--- config.mk ---
export PLATFORM = sky130hd
export DESIGN_NAME = counter_sched_flat
export DESIGN_NICKNAME = d
export VERILOG_FILES = /design/src/rtl/counter_sched_if.sv /design/src/rtl/counter_sched.sv /design/src/flat_wrapper.sv
export SDC_FILE = /design/constraint.sdc
export NUM_CORES = 1
export LEC_CHECK = 0
export ABC_AREA = 0
export BUFFER_PORTS_ARGS = -buffer_cell sky130_fd_sc_hd__buf_2
export CAP_MARGIN = 20
export CELL_PAD_IN_SITES_DETAIL_PLACEMENT = 1
export CELL_PAD_IN_SITES_GLOBAL_PLACEMENT = 1
export CORE_ASPECT_RATIO = 0.8
export CORE_MARGIN = 8
export CORE_UTILIZATION = 34
export DETAILED_ROUTE_END_ITERATION = 10
export PLACE_DENSITY_LB_ADDON = 0.08
export SKIP_LAST_GASP = 1
export SLEW_MARGIN = 5
export SYNTH_ARGS = -nofsm -noshare
export SYNTH_HDL_FRONTEND = slang
export SYNTH_SLANG_ARGS = --single-unit
--- constraint.sdc ---
create_clock -name clk -period 1.9 [get_ports clk]
set_input_delay 0.19 -clock clk [delete_from_list [all_inputs] [get_ports clk]]
set_output_delay 0.19 -clock clk [all_outputs]
set_load 0.1 [all_outputs]
--- src/rtl/counter_sched_if.sv ---
// counter_sched_if: requester and shared-counter signals of counter_sched
interface counter_sched_if #(
  parameter int NREQ = 4,
  parameter int CNT_W = 8
);
  logic [NREQ-1:0] req;
  logic [NREQ-1:0] grant;
  logic [NREQ-1:0] done;
  logic [NREQ*CNT_W-1:0] len;
  logic [CNT_W-1:0] cnt_value;
  logic cnt_enable;
  logic cnt_reset;
  logic busy;
  modport master(output req, len, cnt_value, input grant, done, busy, cnt_enable, cnt_reset);
  modport slave(input req, len, cnt_value, output grant, done, busy, cnt_enable, cnt_reset);
endinterface

--- src/rtl/counter_sched.sv ---
// counter_sched: round-robin sharing of one external up-counter; define COUNTER_SCHED_ABORT_EN to abort an interval when its req drops
module counter_sched #(
  parameter int NREQ = 4,
  parameter int CNT_W = 8
) (
  input logic clk,
  input logic reset,
  counter_sched_if.slave bus
);
  localparam int OW = NREQ > 1 ? $clog2(NREQ) : 1;
  typedef enum logic [2:0] {IDLE, CLEAR, RUN, DONE, ABORT} state_t;
  state_t state, state_n;
  logic [OW-1:0] owner, rr, pick, idx, owner_nx;
  logic [CNT_W-1:0] target;
  logic [NREQ-1:0] grant;
  logic any_req, at_target;
  assign any_req = |bus.req;
  assign at_target = bus.cnt_value == target;
  assign owner_nx = int'(owner) == NREQ - 1 ? '0 : owner + 1'b1;
  assign bus.grant = grant;
  assign bus.done = state == DONE ? NREQ'(1) << owner : '0;
  assign bus.busy = state != IDLE;
  assign bus.cnt_enable = state == RUN && !at_target;
  assign bus.cnt_reset = reset || state == CLEAR || state == ABORT;
  // first requester at or after the rr pointer, with wrap
  always_comb begin
    pick = '0;
    idx = '0;
    for (int i = NREQ - 1; i >= 0; i--) begin
      idx = OW'((int'(rr) + i) % NREQ);
      if (bus.req[idx]) pick = idx;
    end
  end
  // next state; an abort on dropped req overrides normal progress
  always_comb begin
    state_n = state == IDLE ? (any_req ? CLEAR : IDLE) :
              state == CLEAR ? RUN :
              state == RUN ? (at_target ? DONE : RUN) : IDLE;
`ifdef COUNTER_SCHED_ABORT_EN
    if ((state == CLEAR || state == RUN) && !bus.req[owner]) state_n = ABORT;
`endif
  end
  // state, owner/target latch at grant, rr advance after each interval
  always_ff @(posedge clk or posedge reset)
    if (reset) begin
      state <= IDLE;
      owner <= '0;
      rr <= '0;
      target <= '0;
      grant <= '0;
    end else begin
      state <= state_n;
      if (state == IDLE && any_req) begin
        owner <= pick;
        target <= bus.len[int'(pick)*CNT_W +: CNT_W];
        grant <= NREQ'(1) << pick;
      end else if (state_n == IDLE) grant <= '0;
      if (state == DONE || state == ABORT) rr <= owner_nx;
    end
endmodule

--- src/flat_wrapper.sv ---
// flat-port wrapper written by rule: the top's interface ports become plain ports
module counter_sched_flat 
#(
  parameter int NREQ = 4,
  parameter int CNT_W = 8
)
  (clk, reset, bus_req, bus_len, bus_cnt_value, bus_grant, bus_done, bus_busy, bus_cnt_enable, bus_cnt_reset);
  counter_sched_if #(.NREQ(NREQ), .CNT_W(CNT_W)) bus_i ();
  input logic clk;
  input logic reset;
  input wire logic [$bits(bus_i.req)-1:0] bus_req;
  input wire logic [$bits(bus_i.len)-1:0] bus_len;
  input wire logic [$bits(bus_i.cnt_value)-1:0] bus_cnt_value;
  output wire logic [$bits(bus_i.grant)-1:0] bus_grant;
  output wire logic [$bits(bus_i.done)-1:0] bus_done;
  output wire logic [$bits(bus_i.busy)-1:0] bus_busy;
  output wire logic [$bits(bus_i.cnt_enable)-1:0] bus_cnt_enable;
  output wire logic [$bits(bus_i.cnt_reset)-1:0] bus_cnt_reset;
  assign bus_i.req = bus_req;
  assign bus_i.len = bus_len;
  assign bus_i.cnt_value = bus_cnt_value;
  assign bus_grant = bus_i.grant;
  assign bus_done = bus_i.done;
  assign bus_busy = bus_i.busy;
  assign bus_cnt_enable = bus_i.cnt_enable;
  assign bus_cnt_reset = bus_i.cnt_reset;
  counter_sched #(.NREQ(NREQ), .CNT_W(CNT_W)) u_core (.clk(clk), .reset(reset), .bus(bus_i));
endmodule
==> reports/qor.txt, run 1 <==
Post-synthesis simple-gate area fraction = 14.4%
Largest family of logic cells by synthesized area = compound AO/OA/AOI/OAI gates
Hold/Removal Path Class = input pin to async pin
Status = finished clean
Crit path arrival time = 1620 ps
Max-slew violations = 0
Total GRT Usage = 13.8%
Vias in the first global route = 1,325
Root Driver = clkbuf_8
DP Wirelength = 3370 um
Slew margin rel. = 53.5%
Synthesized area = 1280 um^2
Routed via count = 1,180
Yosys cell types = 32
Final hold vios = 0
Die height = 70.8 um
Top Family by Delay on Critical Path = simple AND/OR/NAND/NOR gates
H-Tree Depth = 1
Nets = 244
Routed Antenna Nets = 0
First-pass GRT wire length = 6680 um
Ranking of synthesized cells by area = dfrtp_1, a211oi_1, ha_1, mux2i_1, o31a_1
Top cell type by total area after synthesis = dfrtp_1
Synth Area in Adders = 7.84%
Final setup fails = 0
Wire length per cell = 16.9 um
# clock sinks = 18
Via-per-instance ratio = 5.06
Fill count = 440
Num CTS Buffers = 3
Ant diodes = 0
Worst Skew = 3.31 ps
Max-cap viol count = 0
CP Launch Type = flop
Port-buffer cells = 56
Worst EP required = 1710 ps
Worst Hold Slack = 45.5 ps
DRT Wirelength = 3940 um
PwrDens = 1660 nW/um^2
Syn Inst Count = 130
Complex-gate fraction of the synthesized area = 24.1%
Area used by multi-input combinational logic = 835 um^2
Mean Syn Cell Area = 9.83 um^2
Multiplexer area fraction after synthesis = 7.93%
Critical path class = flop to output pin
Area share of the largest cell type after synthesis = 35.3%
Hold_buf cts = 0
Register Area = 450 um^2
Slowest-stage cell, CP = dfrtp_1
TritonCTS clock tree = yes
Post-synthesis register bit count = 18
Post-Place Cell Area = 1680 um^2
Clk slew on worst S/H paths = 80 ps
Core box area = 3700 um^2
Area growth from synthesis to layout = 37.0%
Register area share after synthesis = 35.3%
Synth Warn # = 0
Static Leak = 0.818 nW
Fmax = 0.553 GHz
Cell row count = 20
Max VDD drop = 0.640 mV
Crit-path cells = xor2_1 > nor4_2 > nand2_1 > and2_1 > buf_4
Die footprint = 5990 um^2
Worst setup EP type = output pin
CP bufs+invs = 1
IO Pins = 57
Setup Buffers After CTS = 0
Clock Path Buffers = 2
Gr ovfl total = 0
Starting DRT DRC Count = 31
RSZ-0062 raised after global routing = yes
Initial antenna violation count = 0
Largest net degree at the start of global routing = 21
Mapped Nets = 184
Post-Layout Inst Area = 1750 um^2
Initial core utilization = 34.5%
Clk_lat worst skew = 250 ps
Synth Area in XOR/XNOR = 5.48%
Final period utilization = 95.1%
Critical Path Max Stage Delay = 410 ps
RD Place Congestion = 0.788
Final Critical Period = 1810 ps
Chip width = 84.5 um
Highest-count cells in the layout ignoring fill and taps = buf_2, dfrtp_1, nand2_1, nor2_1
Share of layout cells above drive strength 1 = 45.5%
# DRC = 0
CP max FO = 2
Core Util, Final = 47.3%
Worst-Margin Slew = 697 ps
Pre-Repair DR Iteration Count = 4
Most common cell after layout, fill and taps aside = buf_2
==> sequential cells by signal (all words and copies together) (netlist names) <==
name and count:
u_core.bus.grant 4, u_core.owner 2, u_core.rr 2, u_core.state 2, u_core.target 8
==> final timing paths <==
| check | start | end | slack [ps] | cells past startpoint |
|---|---|---|---|---|
| hold reg to reg | u_core.bus.grant[2] | u_core.bus.grant[2] | 500 | 2 |
| setup / recovery | u_core.target[5] | bus_cnt_enable | 90 | 5 |
| hold / removal | reset | u_core.state[1] | 50 | 2 |
| min in group clk | bus_len[6] | u_core.target[6] | 280 | 3 |
| max in group asynchronous | reset | u_core.target[6] | 1410 | 2 |
| setup reg to reg | u_core.rr[1] | u_core.target[5] | 120 | 6 |
==> through the flow <==
stage                     total power [W]  worst slack [ps]  instances  setup TNS [ps]
after detailed placement          0.00259               102        229               0
after global placement            0.00253               211        229               0
after floorplan                   0.00219             -17.2        130            -137
final                             0.00290              93.3        233               0
after CTS                         0.00292              37.8        233               0
after global routing              0.00312             -8.35        233           -8.35
==> worst register-to-register path, delay by kind of cell (launching register included) <==
kind,cells,cell delay [ps]
buffers and inverters,1,210
AOI/OAI and AO/OA,1,110
and+or+nand+nor,2,340
muxes,2,540
DFF,1,450
==> cell families (layout without fill, tap and decap cells) <==
family	Yosys count	count (layout)
buffers and inverters	12	71
adder cells (fa/ha/maj)	8	8
XOR/XNOR	8	8
multiplexers	10	10
AO/OA/AOI/OAI	38	38
flip-flops	18	18
AND/OR/NAND/NOR	36	36
==> power breakdown <==
group	switching, W	internal (W)
combinational	0.00130	0.000573
sequential	0.000146	0.000568
clock	0.000135	0.000184
total	0.00158	0.00132
==> layout make-up <==
class | instances | share of cell area (%)
clock buffers | 4 | 3.15
inverters | 7 | 1.72
multi-input cells | 100 | 47.7
flip-flops and latches | 18 | 25.7
well taps | 44 | 3.15
repair buffers | 60 | 18.6
==> cell usage after synthesis (all sizes together) <==
master,instances
buf,2
o21ai,4
ha,8
or2,1
o211ai,1
nand3,1
nor4,3
a21oi,2
nor2,13
nor3,1
nand2b,2
o21a,2
o31a,8
o21bai,1
and2,5
o41ai,1
o22ai,1
mux2i,9
clkbuf,3
nand2,9
o31ai,2
inv,7
mux2,1
nor2b,1
xor2,8
dfrtp,18
a211oi,16
==> layer usage <==
layer | part of all wire (%) | vias up | wire, um | GRT usage, %
met3 | 7.3 | 2 | 287 | 3.82
met2 | 44 | 35 | 1730 | 21.7
met4 | 1.0 | 0 | 40 | 4.33
met5 | 0 | - | 0 | 0
li1 | - | 591 | - | -
met1 | 48 | 552 | 1880 | 17.7
==> what timing repair did <==
action,in CTS,in global routing
setup endpoints to repair,1,5
gates resized for setup,1,3
endpoints found under the hold margin,0,0
Note: power is estimated with default switching activity, not from simulation.
==> inputs of run 2 (changes only) <==
Settings changed: PLACE_DENSITY_LB_ADDON 0.08 to 0.1.
==> reports/qor.txt, run 2 (same netlist as run 1, synthesis figures left out) <==
Status = finished clean
Critical Path Max Stage Delay = 390 ps
Clk slew on worst S/H paths = 70 ps
Core box area = 3700 um^2
Die height = 70.8 um
Max-cap viol count = 0
Largest regs = u_core.target x8, u_core.bus.grant x4
RD Place Congestion = 0.755
Crit path arrival time = 1620 ps
Share of layout cells above drive strength 1 = 47.1%
Worst EP required = 1710 ps
Dpl ws = 119 ps
Crit-path cells = xor2_1 > nor4_2 > nand2_1 > and2_4 > buf_8
Gr ovfl total = 0
Post-Place Cell Area = 1680 um^2
Max VDD drop = 0.692 mV
Largest net degree at the start of global routing = 19
Hold/Removal Path Class = input pin to async pin
Area growth from synthesis to layout = 39.2%
Root Driver = clkbuf_8
Slew margin rel. = 51.3%
Slowest-stage cell, CP = dfrtp_1
Worst setup EP type = output pin
Largest register FFs = 8
First-pass GRT wire length = 6730 um
H-Tree Depth = 1
Critical path class = flop to output pin
Top Family by Delay on Critical Path = simple AND/OR/NAND/NOR gates
Via-per-instance ratio = 5.13
DRT Wirelength = 4090 um
CP bufs+invs = 1
Vias in the first global route = 1,348
Largest Register = u_core.target
# clock sinks = 18
Most common cell after layout, fill and taps aside = buf_2
Total GRT Usage = 13.9%
Final Power = 0.00297 W
DP Wirelength = 3200 um
Final Critical Period = 1810 ps
Routed via count = 1,206
Worst Skew = 1.55 ps
TritonCTS clock tree = yes
Clock Path Buffers = 2
Final worst slack = 86.6 ps
Core Util, Final = 48.0%
Initial core utilization = 34.5%
Nets = 246
CP max FO = 2
CP Launch Type = flop
Static Leak = 0.830 nW
Worst-Margin Slew = 729 ps
Final period utilization = 95.4%
Ant diodes = 0
PwrDens = 1670 nW/um^2
Cell row count = 20
# DRC = 0
Final setup fails = 0
Chip width = 84.5 um
Initial antenna violation count = 0
Max-slew violations = 0
IO Pins = 57
Final hold vios = 0
Starting DRT DRC Count = 61
Die footprint = 5990 um^2
RSZ-0062 raised after global routing = no
Wire length per cell = 17.4 um
Highest-count cells in the layout ignoring fill and taps = buf_2, dfrtp_1, nand2_1, nor2_1
Port-buffer cells = 56
Routed Antenna Nets = 0
Num CTS Buffers = 3
Fmax = 0.551 GHz
Clk_lat worst skew = 250 ps
Post-Layout Inst Area = 1780 um^2
Pre-Repair DR Iteration Count = 4
==> run 2: cell count changes in the layout (fill, tap and decap cells not counted), sizes merged <==
cell  previous run  this run
buf             60        62
==> run 2: metrics by stage <==
| step | instances | setup TNS (ps) | hold WS (ps) |
|---|---|---|---|
| finish | 235 | 0 | 54.9 |
| global route | 235 | 0 | 104 |
| CTS | 234 | 0 | 78.7 |
| detailed placement | 230 | 0 | 361 |
| global placement | 230 | 0 | 349 |
| floorplan | 130 | -137 | 129 |
==> run 2: power breakdown <==
part           internal [W]  switching [W]
clock              0.000184       0.000134
combinational      0.000605        0.00134
sequential         0.000568       0.000143
==> run 2: path summary, 6_finish.rpt <==
path	startpoint	to	slack, ps	depth (start not counted)
hold reg to reg	u_core.bus.grant[2]	u_core.bus.grant[2]	480	2
min in group clk	bus_len[0]	u_core.target[0]	270	3
max in group asynchronous	reset	u_core.target[7]	1390	2
setup / recovery	u_core.target[6]	bus_cnt_enable	90	5
hold / removal	reset	u_core.state[0]	50	2
setup reg to reg	u_core.rr[1]	u_core.target[3]	180	6
==> run 2: routing by layer <==
layer,global-route usage [%],share of wire (%)
met1,17.6,47
met2,22.1,47
met3,4.63,5.2
met4,3.54,0.78
met5,0,0
==> run 2: final cells by class <==
| cell class | count | area [um^2] |
|---|---|---|
| fillers | 445 | 1930 |
| multi-input cells | 100 | 848 |
| flip-flops and latches | 18 | 450 |
| repair buffers | 62 | 339 |
| clock buffers | 4 | 55.1 |
| well taps | 44 | 55.1 |
| inverters | 7 | 30.0 |
==> run 2: repair_timing <==
item	CTS	global route
setup buffers	0	1
endpoints found under the hold margin	0	0
gates cloned	0	0
hold buffers	0	0
setup endpoints to repair	1	9
pin swaps	1	2
gates resized for setup	3	7
==> inputs of run 3 (changes only) <==
Settings changed: BUFFER_PORTS_ARGS -buffer_cell sky130_fd_sc_hd__buf_2 to not set, CORE_UTILIZATION 34 to 49, DONT_BUFFER_PORTS set to 1.
Clock period 1.9 ns to 2.25 ns, I/O delays scaled along.
==> reports/qor.txt, run 3 (same netlist as run 1, synthesis figures left out) <==
Status = finished clean
DP Wirelength = 2710 um
Total GRT Usage = 15.7%
Max VDD drop = 0.989 mV
Max-cap viol count = 0
Cell row count = 16
Worst Hold Slack = 150 ps
Switching Fraction = 55.0%
Final Power = 0.00223 W
Clk_lat worst skew = 290 ps
CP max FO = 2
CP Launch Type = flop
Worst-Margin Slew = 712 ps
Worst Skew = 5.49 ps
Vias in the first global route = 1,067
Placed insts = 174
Flop pwr share = 26.3%
H-Tree Depth = 1
Clk slew on worst S/H paths = 110 ps
Highest-count cells in the layout ignoring fill and taps = dfrtp_1, a211oi_1, buf_4
IO Pins = 57
Die footprint = 4510 um^2
Routed via count = 1,020
Max-slew violations = 0
Largest register FFs = 8
Die height = 61.7 um
Comb power frac = 64.8%
Nets = 198
Setup TNS Final = 0 ps
Post-Place Cell Area = 1380 um^2
Fmax = 0.490 GHz
Final Critical Period = 2040 ps
Fill count = 289
Hold/Removal Path Class = input pin to flop
Final hold vios = 0
Worst setup EP type = output pin
First-pass GRT wire length = 5380 um
Worst EP required = 2030 ps
Root Driver = clkbuf_4
Final period utilization = 90.7%
Routed Antenna Nets = 0
Largest Register = u_core.target
Clk network pwr share = 9.0%
Largest net degree at the start of global routing = 19
Final Non-Filler Cells = 179
# clock sinks = 18
Static Leak = 0.620 nW
Num CTS Buffers = 3
Switching Power = 0.00123 W
RD Place Congestion = 0.802
Chip width = 73.1 um
Slew margin rel. = 52.5%
Post-Layout Inst Area = 1430 um^2
Initial core utilization = 51.9%
Pre-Repair DR Iteration Count = 2
Ant diodes = 0
RSZ-0062 raised after global routing = no
Clock Path Buffers = 2
Core box area = 2460 um^2
P_int = 0.00101 W
Area growth from synthesis to layout = 11.9%
Via-per-instance ratio = 5.70
TritonCTS clock tree = yes
# DRC = 0
Critical path class = flop to output pin
Port-buffer cells = 0
Wire length per cell = 18.7 um
Largest regs = u_core.target x8, u_core.bus.grant x4
R2r setup slk = 480 ps
Final setup fails = 0
Crit path arrival time = 1820 ps
Most common cell after layout, fill and taps aside = dfrtp_1
Initial antenna violation count = 0
PwrDens = 1560 nW/um^2
DRT Wirelength = 3340 um
Starting DRT DRC Count = 27
Share of layout cells above drive strength 1 = 18.2%
Gr ovfl total = 0
==> run 3: cell count changes in the layout (fill, tap and decap cells not counted), moves of 3 or more <==
cell      delta
clkbuf_4     +3
clkbuf_8     -3
a211oi_2     -8
buf_2       -55
buf_4        +8
a211oi_1     +8
==> run 3: cell type report <==
cell class | instances | area (um^2) | area share (%)
multi-input combinational | 100 | 764 | 53.5
sequential | 18 | 450 | 31.5
timing repair buffer | 14 | 108 | 7.52
tap | 36 | 45.0 | 3.15
clock buffer | 4 | 36.3 | 2.54
inverter | 7 | 26.3 | 1.84
==> run 3: worst paths after layout <==
| path | from | endpoint | cells after the start |
|---|---|---|---|
| max in group asynchronous | reset | u_core.state[0] | 2 |
| min in group asynchronous | reset | u_core.state[1] | 2 |
| worst min-delay path | bus_len[0] | u_core.target[0] | 2 |
| worst max-delay path | u_core.target[5] | bus_cnt_enable | 4 |
| worst max register to register | u_core.rr[1] | u_core.target[6] | 5 |
| worst min register to register | u_core.target[0] | u_core.target[0] | 2 |
==> run 3: worst max-delay path: stages (launching register included) <==
cell and delay (ps):
dfrtp_1 400, xor2_1 160, nor4_1 420, nand2_1 130, and2_2 410
==> run 3: layer usage <==
layer  share of wire [%]  wire, um  GRT usage (%)  vias to the layer above
met5                   0         0              0                        -
met4                0.69        23           4.26                        0
met3                 8.6       289           6.67                        4
met2                  48      1590           25.2                       28
met1                  43      1440           18.9                      489
li1                    -         -              -                      499
==> run 3: repair_timing <==
| item | 4_1_cts | 5_1_grt |
|---|---|---|
| resized for setup | 0 | 1 |
| endpoints found under the hold margin | 18 | 0 |
| endpoints found under the setup margin | 0 | 1 |
| setup buffers | 0 | 0 |
| hold buffers | 1 | 0 |
==> run 3: through the flow <==
step / worst slack, ps / util [%]
final: 209 / 58.1
after global routing: 96.5 / 58.1
after floorplan: 233 / -
after global placement: 459 / 56.1
after detailed placement: 395 / 56.1
after CTS: 48.9 / 58.0
==> run 3: power by group through the flow <==
stage               clock network, W  registers (W)  logic [W]
finish                      0.000200       0.000587    0.00145
global route                0.000220       0.000607    0.00157
CTS                         0.000209       0.000588    0.00146
detailed placement                 0       0.000592    0.00145
global placement                   0       0.000583    0.00142
floorplan                          0       0.000779   0.000991
